===== config.mk =====
export PLATFORM = sky130hd
export DESIGN_NAME = mlp_infer_seq_flat
export DESIGN_NICKNAME = d
export VERILOG_FILES = /design/src/rtl/mlp_pkg.sv /design/src/rtl/mlp_infer_seq_if.sv /design/src/rtl/mlp_mac.sv /design/src/rtl/mlp_infer_seq.sv /design/src/flat_wrapper.sv
export SDC_FILE = /design/constraint.sdc
export NUM_CORES = 1
export LEC_CHECK = 0
export ABC_AREA = 1
export CAP_MARGIN = 0
export CORE_ASPECT_RATIO = 1.4
export CORE_UTILIZATION = 50
export CTS_CLUSTER_DIAMETER = 200
export CTS_CLUSTER_SIZE = 14
export DETAILED_ROUTE_END_ITERATION = 16
export PLACE_DENSITY = 0.7
export SYNTH_ARGS = -nofsm -noshare
export SYNTH_HDL_FRONTEND = slang
export SYNTH_SLANG_ARGS = --single-unit

===== constraint.sdc =====
create_clock -name clk -period 7.14 [get_ports clk]
set_input_delay 1.428 -clock clk [delete_from_list [all_inputs] [get_ports clk]]
set_output_delay 1.428 -clock clk [all_outputs]
set_load 0.005 [all_outputs]

===== src/rtl/mlp_pkg.sv =====
// Shared widths, FSM state type and fixed weights for the 7-3-10 ReLU classifier.
package mlp_pkg;

    localparam int ACC_W = 14;
    localparam int H_W   = 9;
    localparam int W_W   = 8;
    localparam int N_IN  = 7;
    localparam int N_HID = 3;
    localparam int N_OUT = 10;

    typedef enum logic [1:0] {
        S_IDLE,
        S_HID,
        S_OUT,
        S_DONE
    } state_t;

    // Hidden weights are held at H_W so the hidden pass is plain H_W signed arithmetic.
    localparam logic signed [H_W-1:0] W1 [N_HID][N_IN] = '{
        '{-9'sd3,  -9'sd5,  9'sd0,   9'sd4,  -9'sd1,  9'sd0,   -9'sd2},
        '{ 9'sd28,  9'sd19, -9'sd24, 9'sd15,  9'sd37, -9'sd37,  9'sd29},
        '{ 9'sd23,  9'sd36,  9'sd32, -9'sd9,  9'sd3,  -9'sd28, -9'sd30}
    };

    localparam logic signed [H_W-1:0] B1 [N_HID] = '{9'sd0, 9'sd5, 9'sd9};

    localparam logic signed [W_W-1:0] W2 [N_OUT][N_HID] = '{
        '{-8'sd6,  -8'sd1,   8'sd23},
        '{ 8'sd5,  -8'sd38,  8'sd32},
        '{ 8'sd5,   8'sd36, -8'sd30},
        '{ 8'sd3,   8'sd17,  8'sd8},
        '{-8'sd3,  -8'sd27,  8'sd20},
        '{-8'sd4,   8'sd23, -8'sd29},
        '{ 8'sd3,   8'sd36, -8'sd48},
        '{-8'sd1,  -8'sd17,  8'sd31},
        '{-8'sd6,   8'sd28, -8'sd13},
        '{-8'sd1,   8'sd7,   8'sd4}
    };

    localparam logic signed [ACC_W-1:0] B2 [N_OUT] = '{
        -14'sd180, -14'sd120, -14'sd280, -14'sd350, 14'sd380,
         14'sd360, -14'sd30,  -14'sd340, -14'sd90,  14'sd350
    };

    function automatic logic signed [ACC_W-1:0] sext_h(input logic signed [H_W-1:0] v);
        return ACC_W'(v);
    endfunction

endpackage


===== src/rtl/mlp_infer_seq_if.sv =====
// Feature-in / class-out handshake bundle for the sequenced classifier.
interface mlp_infer_seq_if;
    import mlp_pkg::*;

    logic                    in_valid;
    logic                    in_ready;
    logic [N_IN-1:0]         in_bits;
    logic                    out_valid;
    logic                    out_ready;
    logic [3:0]              out_class;
    logic signed [ACC_W-1:0] out_score;
    logic                    busy;

    modport master (
        output in_valid, in_bits, out_ready,
        input  in_ready, out_valid, out_class, out_score, busy
    );

    modport slave (
        input  in_valid, in_bits, out_ready,
        output in_ready, out_valid, out_class, out_score, busy
    );

endinterface


===== src/rtl/mlp_mac.sv =====
// Signed accumulator shared by every neuron: load a bias or add one term per edge.
// Latency: sum is combinational (acc + term); acc updates on the edge.
// Backpressure: none, the controller strobes load/add only when it wants an update.
module mlp_mac
    import mlp_pkg::*;
(
    input  logic                    clk,
    input  logic                    rst_n,
    input  logic                    load,
    input  logic                    add,
    input  logic signed [ACC_W-1:0] bias,
    input  logic signed [ACC_W-1:0] term,
    output logic signed [ACC_W-1:0] sum
);

    logic signed [ACC_W-1:0] acc_q;

    assign sum = acc_q + term;

    always_ff @(posedge clk or negedge rst_n) begin
        if (!rst_n) begin
            acc_q <= '0;
        end else if (load) begin
            acc_q <= bias;
        end else if (add) begin
            acc_q <= sum;
        end
    end

endmodule


===== src/rtl/mlp_infer_seq.sv =====
// Sequenced 7-3-10 ReLU classifier: one shared MAC walks all neurons, running argmax over logits.
// Latency: out_valid 51 edges after accept; one vector per 53 cycles with out_ready high.
// Backpressure: in_ready only in IDLE; result held in DONE until out_ready.
module mlp_infer_seq
    import mlp_pkg::*;
(
    input  logic          clk,
    input  logic          rst_n,
    mlp_infer_seq_if.slave io
);

    state_t                  state_q, state_d;
    logic [N_IN-1:0]         x_q;
    logic [3:0]              row_q;
    logic [2:0]              col_q;
    logic signed [H_W-1:0]   h_q [N_HID];
    logic signed [ACC_W-1:0] best_score_q, best_score_d;
    logic [3:0]              best_class_q, best_class_d;
    logic signed [ACC_W-1:0] out_score_q;
    logic [3:0]              out_class_q;

    logic                    mac_load, mac_add;
    logic signed [ACC_W-1:0] mac_bias, mac_term, mac_sum;
    logic signed [ACC_W-1:0] hid_term, out_term;
    logic signed [H_W-1:0]   relu_h;
    logic                    hid_last, out_last, hid_last_row, out_last_row, take_new;

    mlp_mac u_mac (
        .clk   (clk),
        .rst_n (rst_n),
        .load  (mac_load),
        .add   (mac_add),
        .bias  (mac_bias),
        .term  (mac_term),
        .sum   (mac_sum)
    );

    assign hid_last     = (col_q == 3'(N_IN - 1));
    assign out_last     = (col_q == 3'(N_HID - 1));
    assign hid_last_row = (row_q == 4'(N_HID - 1));
    assign out_last_row = (row_q == 4'(N_OUT - 1));

    assign hid_term = x_q[col_q] ? sext_h(W1[row_q[1:0]][col_q]) : '0;
    // Only the low ACC_W product bits are kept; the logits are bounded well inside ACC_W.
    assign out_term = ACC_W'(W2[row_q][col_q[1:0]]) * ACC_W'(h_q[col_q[1:0]]);
    assign relu_h   = mac_sum[H_W-1] ? '0 : mac_sum[H_W-1:0];

    // First logit always loads; later ones need a strict win so ties keep the lower class.
    assign take_new     = (row_q == 4'd0) || (mac_sum > best_score_q);
    assign best_score_d = take_new ? mac_sum : best_score_q;
    assign best_class_d = take_new ? row_q : best_class_q;

    assign io.in_ready  = (state_q == S_IDLE);
    assign io.busy      = (state_q != S_IDLE);
    assign io.out_valid = (state_q == S_DONE);
    assign io.out_class = out_class_q;
    assign io.out_score = out_score_q;

    always_ff @(posedge clk or negedge rst_n) begin
        if (!rst_n) begin
            state_q <= S_IDLE;
        end else begin
            state_q <= state_d;
        end
    end

    always_comb begin
        state_d  = state_q;
        mac_load = 1'b0;
        mac_add  = 1'b0;
        mac_bias = '0;
        mac_term = '0;
        case (state_q)
            S_IDLE: begin
                if (io.in_valid) begin
                    state_d  = S_HID;
                    mac_load = 1'b1;
                    mac_bias = sext_h(B1[0]);
                end
            end
            S_HID: begin
                mac_term = hid_term;
                if (hid_last) begin
                    mac_load = 1'b1;
                    if (hid_last_row) begin
                        state_d  = S_OUT;
                        mac_bias = B2[0];
                    end else begin
                        mac_bias = sext_h(B1[row_q[1:0] + 2'd1]);
                    end
                end else begin
                    mac_add = 1'b1;
                end
            end
            S_OUT: begin
                mac_term = out_term;
                if (out_last) begin
                    if (out_last_row) begin
                        state_d = S_DONE;
                    end else begin
                        mac_load = 1'b1;
                        mac_bias = B2[row_q + 4'd1];
                    end
                end else begin
                    mac_add = 1'b1;
                end
            end
            S_DONE: begin
                if (io.out_ready) begin
                    state_d = S_IDLE;
                end
            end
            default: state_d = S_IDLE;
        endcase
    end

    always_ff @(posedge clk or negedge rst_n) begin
        if (!rst_n) begin
            x_q          <= '0;
            row_q        <= '0;
            col_q        <= '0;
            best_score_q <= '0;
            best_class_q <= '0;
            out_score_q  <= '0;
            out_class_q  <= '0;
            for (int m = 0; m < N_HID; m++) begin
                h_q[m] <= '0;
            end
        end else begin
            case (state_q)
                S_IDLE: begin
                    if (io.in_valid) begin
                        x_q   <= io.in_bits;
                        row_q <= '0;
                        col_q <= '0;
                    end
                end
                S_HID: begin
                    if (hid_last) begin
                        h_q[row_q[1:0]] <= relu_h;
                        col_q           <= '0;
                        row_q           <= hid_last_row ? 4'd0 : row_q + 4'd1;
                    end else begin
                        col_q <= col_q + 3'd1;
                    end
                end
                S_OUT: begin
                    if (out_last) begin
                        best_score_q <= best_score_d;
                        best_class_q <= best_class_d;
                        col_q        <= '0;
                        if (out_last_row) begin
                            row_q       <= '0;
                            out_score_q <= best_score_d;
                            out_class_q <= best_class_d;
                        end else begin
                            row_q <= row_q + 4'd1;
                        end
                    end else begin
                        col_q <= col_q + 3'd1;
                    end
                end
                default: ;
            endcase
        end
    end

endmodule


===== src/flat_wrapper.sv =====
// flat-port wrapper written by rule: the top's interface ports become plain ports
module mlp_infer_seq_flat import mlp_pkg::*;
  (clk, rst_n, io_in_valid, io_in_bits, io_out_ready, io_in_ready, io_out_valid, io_out_class, io_out_score, io_busy);
  mlp_infer_seq_if io_i ();
  input  logic clk;
  input  logic rst_n;
  input wire logic [$bits(io_i.in_valid)-1:0] io_in_valid;
  input wire logic [$bits(io_i.in_bits)-1:0] io_in_bits;
  input wire logic [$bits(io_i.out_ready)-1:0] io_out_ready;
  output wire logic [$bits(io_i.in_ready)-1:0] io_in_ready;
  output wire logic [$bits(io_i.out_valid)-1:0] io_out_valid;
  output wire logic [$bits(io_i.out_class)-1:0] io_out_class;
  output wire logic [$bits(io_i.out_score)-1:0] io_out_score;
  output wire logic [$bits(io_i.busy)-1:0] io_busy;
  assign io_i.in_valid = io_in_valid;
  assign io_i.in_bits = io_in_bits;
  assign io_i.out_ready = io_out_ready;
  assign io_in_ready = io_i.in_ready;
  assign io_out_valid = io_i.out_valid;
  assign io_out_class = io_i.out_class;
  assign io_out_score = io_i.out_score;
  assign io_busy = io_i.busy;
  mlp_infer_seq u_core (.clk(clk), .rst_n(rst_n), .io(io_i));
endmodule

==> results.md, run 1 <==
- Synth Flop Type: dfrtp_1
- Synth warnings: 0
- RSZ-0062 raised after global routing: yes
- Min-Delay Path Class: reg2reg
- Syn-to-layout area delta: 30.2%
- Largest net degree at the start of global routing: 62
- Seq cells post-synth: 90
- CP startpoint: u_core.row_q[0]$_DFFE_PN0P_
- WP data required: 7.35 ns
- Crit path max-delay cell type: fa_1
- Die Y: 153 µm
- PortBufs: 31
- CP arrival: 8.16 ns
- Final period util: 111%
- Vias in the first global route: 8155
- Top post-synthesis cells by area: dfrtp_1 27%, ha_1 11%, nand2_1 11%, fa_1 9.3%, inv_1 6.7%
- Clock root buffer: clkbuf_16
- Reg2Reg Setup Slack: -0.81 ns
- Wire per inst: 16.7 µm
- Total gr overflow: 0
- Starting Density: 50.9%
- Initial DRT Pass Iterations: 5
- Post-synth top cells: 240 x nand2_1, 146 x inv_1, 91 x nor2_1
- Total GRT Usage: 30.2%
- Syn nets: 1221
- CTS Buf Count: 9
- Final WL: 24600 µm
- Worst-Margin Slew: 0.918 ns
- Ant. Diodes: 0
- FF-to-FF End: u_core.io.out_score[3]$_DFFE_PN0P_
- CTS sink cnt: 90
- FP Rows: 55
- Reg-to-reg startpoint: u_core.row_q[0]$_DFFE_PN0P_
- Max stage delay on crit path: 0.55 ns
- Fin crit period: 7.95 ns
- Share of layout cells above drive strength 1: 27.1%
- DRC: 0
- Seq/Total Area, Yosys: 27.5%
- Yosys top cell by area: dfrtp_1
- Routed Antenna Nets: 0
- Final worst setup slack: -0.814 ns
- Final hold violations: 0
- DIE AREA: 0.0169 mm²
- Clk slew on worst S/H paths: 0.08 ns
- Area share of the largest cell type after synthesis: 27.5%
- First-pass GRT wire length: 39300 µm
- Fillers: 1398
- Core Area: 0.0161 mm²
- DR vias: 7977
- Worst setup EP type: flop
- Placed inst area: 0.00982 mm²
- # setup viols final: 36
- Ys async rst share: 100%
- Post-DP HPWL: 18700 µm
- Reg area: 0.00226 mm²
- Top-count cell post-synth: nand2_1
- H-tree levels: 3
- Yosys cell types: 53
- Max cap viols: 0
- Syn Inst Count: 1099
- Number of flops mapped to enable cells by yosys: 0
- Initial antenna violation count: 0
- Clk buf depth: 2
- TritonCTS clock tree: yes
- Crit path launch type: flop
- IO Pins: 32
- Hold worst-path end: u_core.h_q[20]$_DFFE_PN0P_
- Worst-path fanout max: 6
- Final instance area: 0.0107 mm²
- Avg Inst Size Synth: 7.45 µm²
- Worst skew pair latency: 0.37 ns
- Failing checks: setup timing
- DR vias/cell: 5.41
- Fmax achieved: 126 MHz
- Layout Nets: 1393
- Area of the multi-input gates: 0.00556 mm²
- Final Wtd Congestion: 0.923
- Pins Over Slew Limit: 0
- Clk_skew: 0.0144 ns
- Cells on worst reg2reg path: 54
- Status: finished with violations
- Crit Path Category: reg2reg
- 1st-iter DRT viols: 448
- Crit-path most repeated cell: nand2_1
- Die span in x: 110 µm
- Mapped Area: 0.00819 mm²
- Worst min-delay path startpoint: u_core.h_q[20]$_DFFE_PN0P_
- Relative slew margins: 38.7%
- Hold path depth: 2
==> state kept, by name, summed over array words and instances, names as in the netlist <==
signal,flops
u_core.io.out_score,14
u_core.col_q,3
u_core.x_q,7
u_core.best_class_q,4
u_core.row_q,4
u_core.u_mac.acc_q,14
u_core.h_q,24
u_core.io.out_class,4
u_core.best_score_q,14
u_core.state_q,2
==> kinds of logic after synthesis <==
| family | share of synthesized area (%) |
|---|---|
| and+or+nand+nor | 23.5 |
| AOI/OAI and AO/OA | 16.0 |
| buffers and inverters | 10.1 |
| adders and majority gates | 20.4 |
| DFF | 27.5 |
| xor gates and xnor gates | 1.60 |
| muxes | 0.825 |
==> worst max-delay path, delay by kind of cell (launching register included) <==
kind	cells	cell delay (ns)
compound gates	16	1.90
buf+inv	11	0.72
flops	1	0.42
simple gates	18	1.49
fa+ha+maj	8	3.09
xor+xnor	1	0.16
==> layer usage <==
metal	up-vias	routed length (µm)	global-route usage, %
li1	3905	-	-
met4	0	1170	14.0
met3	77	1080	4.61
met5	-	0	0
met2	232	12600	54.0
met1	3763	9750	34.6
==> through the flow <==
step	instances	setup slack [ns]	utilization [%]	setup TNS (ns)	hold slack, ns
after detailed placement	1440	-0.826	61.0	-27.79	0.466
after global placement	1440	-0.662	61.0	-22.96	0.458
after CTS	1470	-0.681	64.8	-23.47	0.486
after global routing	1475	-1.37	66.2	-48.30	0.491
after floorplan	1099	-0.328	-	-11.04	0.445
final	1475	-0.814	66.2	-27.98	0.486
==> final cells by class <==
class	instances	area share, %
inverter	168	6.08
sequential	90	21.2
timing repair buffer	194	15.4
multi-input combinational	808	52.1
clock inverter	7	0.763
tap	199	2.33
clock buffer	9	2.11
==> timing repair <==
action	in CTS	in global routing
pin swaps	9	23
hold buffers	0	0
setup endpoints to repair	36	37
buffers inserted	13	3
gates cloned	1	2
gates resized for setup	50	37
==> how the worst max path moves through the flow <==
| stage | end | slack (ns) |
|---|---|---|
| detailed placement | u_core.io.out_score[3]$_DFFE_PN0P_ | -0.83 |
| CTS | u_core.io.out_score[2]$_DFFE_PN0P_ | -0.68 |
| finish | u_core.io.out_score[3]$_DFFE_PN0P_ | -0.81 |
| global route | u_core.io.out_score[3]$_DFFE_PN0P_ | -1.37 |
| floorplan | u_core.best_score_q[10]$_DFFE_PN0P_ | -0.33 |
| global placement | u_core.io.out_score[4]$_DFFE_PN0P_ | -0.66 |
==> placed cells by master, fill, tap and decap left out, types with 3 or more instances in the layout <==
cell type	n
a21oi_1	69
a21oi_2	10
a31oi_1	4
a32oi_2	6
buf_12	4
buf_4	155
clkbuf_16	11
clkdlybuf4s50_1	30
dfrtp_1	87
dfrtp_2	3
fa_1	37
ha_1	67
ha_4	5
inv_1	138
inv_2	26
inv_8	3
mux2_2	6
nand2_1	219
nand2_2	24
nand2_4	12
nand3_1	35
nand3_2	6
nand3b_1	3
nand4_1	4
nor2_1	82
nor2_2	15
nor2_4	4
nor3_1	8
o211ai_1	8
o21ai_0	63
o21ai_1	46
o21ai_2	12
o21ai_4	5
o22ai_1	4
or2_2	14
xnor2_1	3
xor2_1	11
Power of run 1 is not shown: default switching activity piles up to over one toggle a cycle in this logic, so the estimate is an artifact.
==> run 2: changes to the inputs <==
--- a/config.mk
+++ b/config.mk
@@ -5,14 +5,13 @@
 export SDC_FILE = /design/constraint.sdc
 export NUM_CORES = 1
 export LEC_CHECK = 0
-export ABC_AREA = 1
 export CAP_MARGIN = 0
 export CORE_ASPECT_RATIO = 1.4
 export CORE_UTILIZATION = 50
 export CTS_CLUSTER_DIAMETER = 200
 export CTS_CLUSTER_SIZE = 14
 export DETAILED_ROUTE_END_ITERATION = 16
-export PLACE_DENSITY = 0.7
+export PLACE_DENSITY = 0.68
 export SYNTH_ARGS = -nofsm -noshare
 export SYNTH_HDL_FRONTEND = slang
 export SYNTH_SLANG_ARGS = --single-unit
==> constraint.sdc (replaced) <==
create_clock -name clk -period 8 [get_ports clk]
set_input_delay 1.6 -clock clk [delete_from_list [all_inputs] [get_ports clk]]
set_output_delay 1.6 -clock clk [all_outputs]
set_load 0.005 [all_outputs]
==> run 2 against run 1 <==
  * The run still ends with setup timing left
  * Routed wire length is 3.3% lower
  * Flip-flop and latch count stayed put
  * Via count down 5.5%
==> results.md, run 2 <==
- Status: finished with violations
- Failing checks: setup timing
- Placed inst area: 0.00978 mm²
- Clk buf depth: 2
- Die Y: 153 µm
- Final hold violations: 0
- Total GRT Usage: 29.5%
- TritonCTS clock tree: yes
- Worst-Margin Slew: 0.909 ns
- Die span in x: 110 µm
- Max stage delay on crit path: 0.51 ns
- Clk_skew: 0.0127 ns
- IO Pins: 32
- Top post-synthesis cells by area: dfrtp_1 28%, ha_1 11%, fa_1 9.3%, nand2_1 5.0%, o21ai_0 4.8%
- CTS Buf Count: 9
- Total gr overflow: 0
- Syn Inst Count: 955
- Ys async rst share: 100%
- Synth warnings: 0
- Seq/Total Area, Yosys: 27.6%
- Relative slew margins: 38.8%
- Worst slack at placement: -1.14 ns
- FP Rows: 54
- Min-Delay Path Class: reg2reg
- DR vias/cell: 5.66
- Final worst setup slack: -0.755 ns
- Fin crit period: 8.75 ns
- Largest family of logic cells by synthesized area: adder cells
- Syn-to-layout area delta: 31.0%
- Post-synthesis xor/xnor area fraction: 2.68%
- 1st-iter DRT viols: 385
- WP data required: 8.22 ns
- Number of flops mapped to enable cells by yosys: 0
- Worst skew pair latency: 0.35 ns
- RSZ-0062 raised after global routing: yes
- Most frequent cells in the layout: 159 x buf_4, 103 x nand2_1, 98 x nor2_1
- Wire per inst: 17.9 µm
- Post-DP HPWL: 18200 µm
- Share of layout cells above drive strength 1: 27.9%
- Adder-cell share of the synthesized area: 20.5%
- Hold WS: 0.480 ns
- Fraction of synthesized area in multiplexers: 6.82%
- Post-synth top cells: 109 x nand2_1, 104 x nor2_1, 90 x dfrtp_1
- Max cap viols: 0
- Clock root buffer: clkbuf_16
- Worst setup EP type: flop
- H-tree levels: 3
- Crit-path most repeated cell: buf_4
- Worst-path fanout max: 6
- First-pass GRT wire length: 37900 µm
- # setup viols final: 36
- Vias in the first global route: 7694
- Synth Area in Simple Gates: 17.5%
- Top-count cell post-synth: nand2_1
- Syn nets: 1077
- Ant. Diodes: 0
- Synth Flop Type: dfrtp_1
- CTS sink cnt: 90
- Crit path launch type: flop
- PortBufs: 31
- Fillers: 1215
- Largest register FFs: 24
- Area share of the largest cell type after synthesis: 27.6%
- Largest net degree at the start of global routing: 55
- Yosys top cell by area: dfrtp_1
- Compound-gate portion of the synthesized area: 18.8%
- Crit path max-delay cell type: fa_1
- DIE AREA: 0.0168 mm²
- Final instance area: 0.0107 mm²
- Seq cells post-synth: 90
- Routed Antenna Nets: 0
- Yosys cell types: 78
- Fmax achieved: 114 MHz
- Clk slew on worst S/H paths: 0.07 ns
- Pins Over Slew Limit: 0
- Core Area: 0.0157 mm²
- Final WL: 23800 µm
- Layout Nets: 1252
- Starting Density: 51.8%
- Most flop-heavy register: u_core.h_q
- Reg area: 0.00226 mm²
- Final Wtd Congestion: 0.955
- DRC: 0
- Crit Path Category: reg2reg
- Commonest non-fill, non-tap cell in the layout: buf_4
- Area of the multi-input gates: 0.00583 mm²
- Initial antenna violation count: 0
- Final period util: 109%
- DR vias: 7536
- Initial DRT Pass Iterations: 5
- CP arrival: 8.97 ns
- Avg Inst Size Synth: 8.54 µm²
- Mapped Area: 0.00816 mm²
==> run 2: cell count changes after synthesis, sizes merged, moves of 9 or more <==
cell	delta
a21o	+14
a21oi	-14
clkbuf	+17
inv	-83
mux2	+19
mux2i	+23
nand2	-147
nand2b	+9
nand3	-25
nor2b	+13
o21ai	-45
xnor2	+13
==> run 2: logic make-up (layout without fill, tap and decap cells) <==
| kind of cell | Yosys count | in the layout |
|---|---|---|
| AOI/OAI and AO/OA | 238 | 238 |
| xor gates and xnor gates | 25 | 25 |
| adders and majority gates | 111 | 111 |
| buffers and inverters | 129 | 309 |
| DFF | 90 | 90 |
| muxes | 50 | 50 |
| and+or+nand+nor | 312 | 312 |
==> run 2: layout make-up <==
type,count,share of cell area [%]
clock buffers,10,2.14
clock inverters,6,0.901
inverters,87,3.15
multi-input cells,736,54.5
flip-flops and latches,90,21.1
well taps,196,2.29
repair buffers,206,15.9
==> run 2: repair_timing <==
item                       in CTS  in global routing
cloned                          2                  0
buffers inserted               11                 14
setup endpoints to repair      36                 36
gates resized for setup        61                 37
hold buffers                    0                  0
pin swaps                      36                 36
==> run 2: worst paths after layout <==
check	startpoint	end	slack (ns)	cells after the start
setup / recovery	u_core.row_q[1]$_DFFE_PN0P_	u_core.best_score_q[13]$_DFFE_PN0P_	-0.75	42
max in group asynchronous	rst_n	u_core.col_q[1]$_DFFE_PN0P_	5.67	2
setup reg to reg	u_core.row_q[1]$_DFFE_PN0P_	u_core.best_score_q[13]$_DFFE_PN0P_	-0.75	42
min in group asynchronous	rst_n	u_core.io.out_score[4]$_DFFE_PN0P_	1.20	1
hold / removal	u_core.h_q[2]$_DFFE_PN0P_	u_core.h_q[2]$_DFFE_PN0P_	0.48	2
hold reg to reg	u_core.h_q[2]$_DFFE_PN0P_	u_core.h_q[2]$_DFFE_PN0P_	0.48	2
==> run 2: worst max-delay path, delay by kind of cell, from the launching register on <==
kind / cells / cell delay (ns)
AO/OA/AOI/OAI: 13 / 2.37
XOR/XNOR: 2 / 0.32
adder cells (fa/ha/maj): 9 / 2.65
buffers and inverters: 10 / 1.02
flip-flops: 1 / 0.43
multiplexers: 3 / 1.07
AND/OR/NAND/NOR: 5 / 0.72
==> run 2: through the flow <==
| stage | util (%) | std cells | setup TNS [ns] |
|---|---|---|---|
| 2_1_floorplan | - | 955 | -30.35 |
| 3_3_place_gp | 62.1 | 1288 | -30.97 |
| 3_5_place_dp | 62.1 | 1288 | -38.91 |
| 4_1_cts | 66.2 | 1317 | -24.17 |
| 5_1_grt | 67.9 | 1331 | -37.49 |
| 6_report | 67.9 | 1331 | -24.63 |
==> run 2: layer usage <==
metal  global-route usage [%]  wire length, µm  up-vias
met3                     4.43              877       77
met5                        0                0        -
met2                     52.2            12500      213
met1                     32.7             9120     3603
met4                     16.8             1310        0
li1                         -                -     3643
Power of run 2 is left out for the same reason.
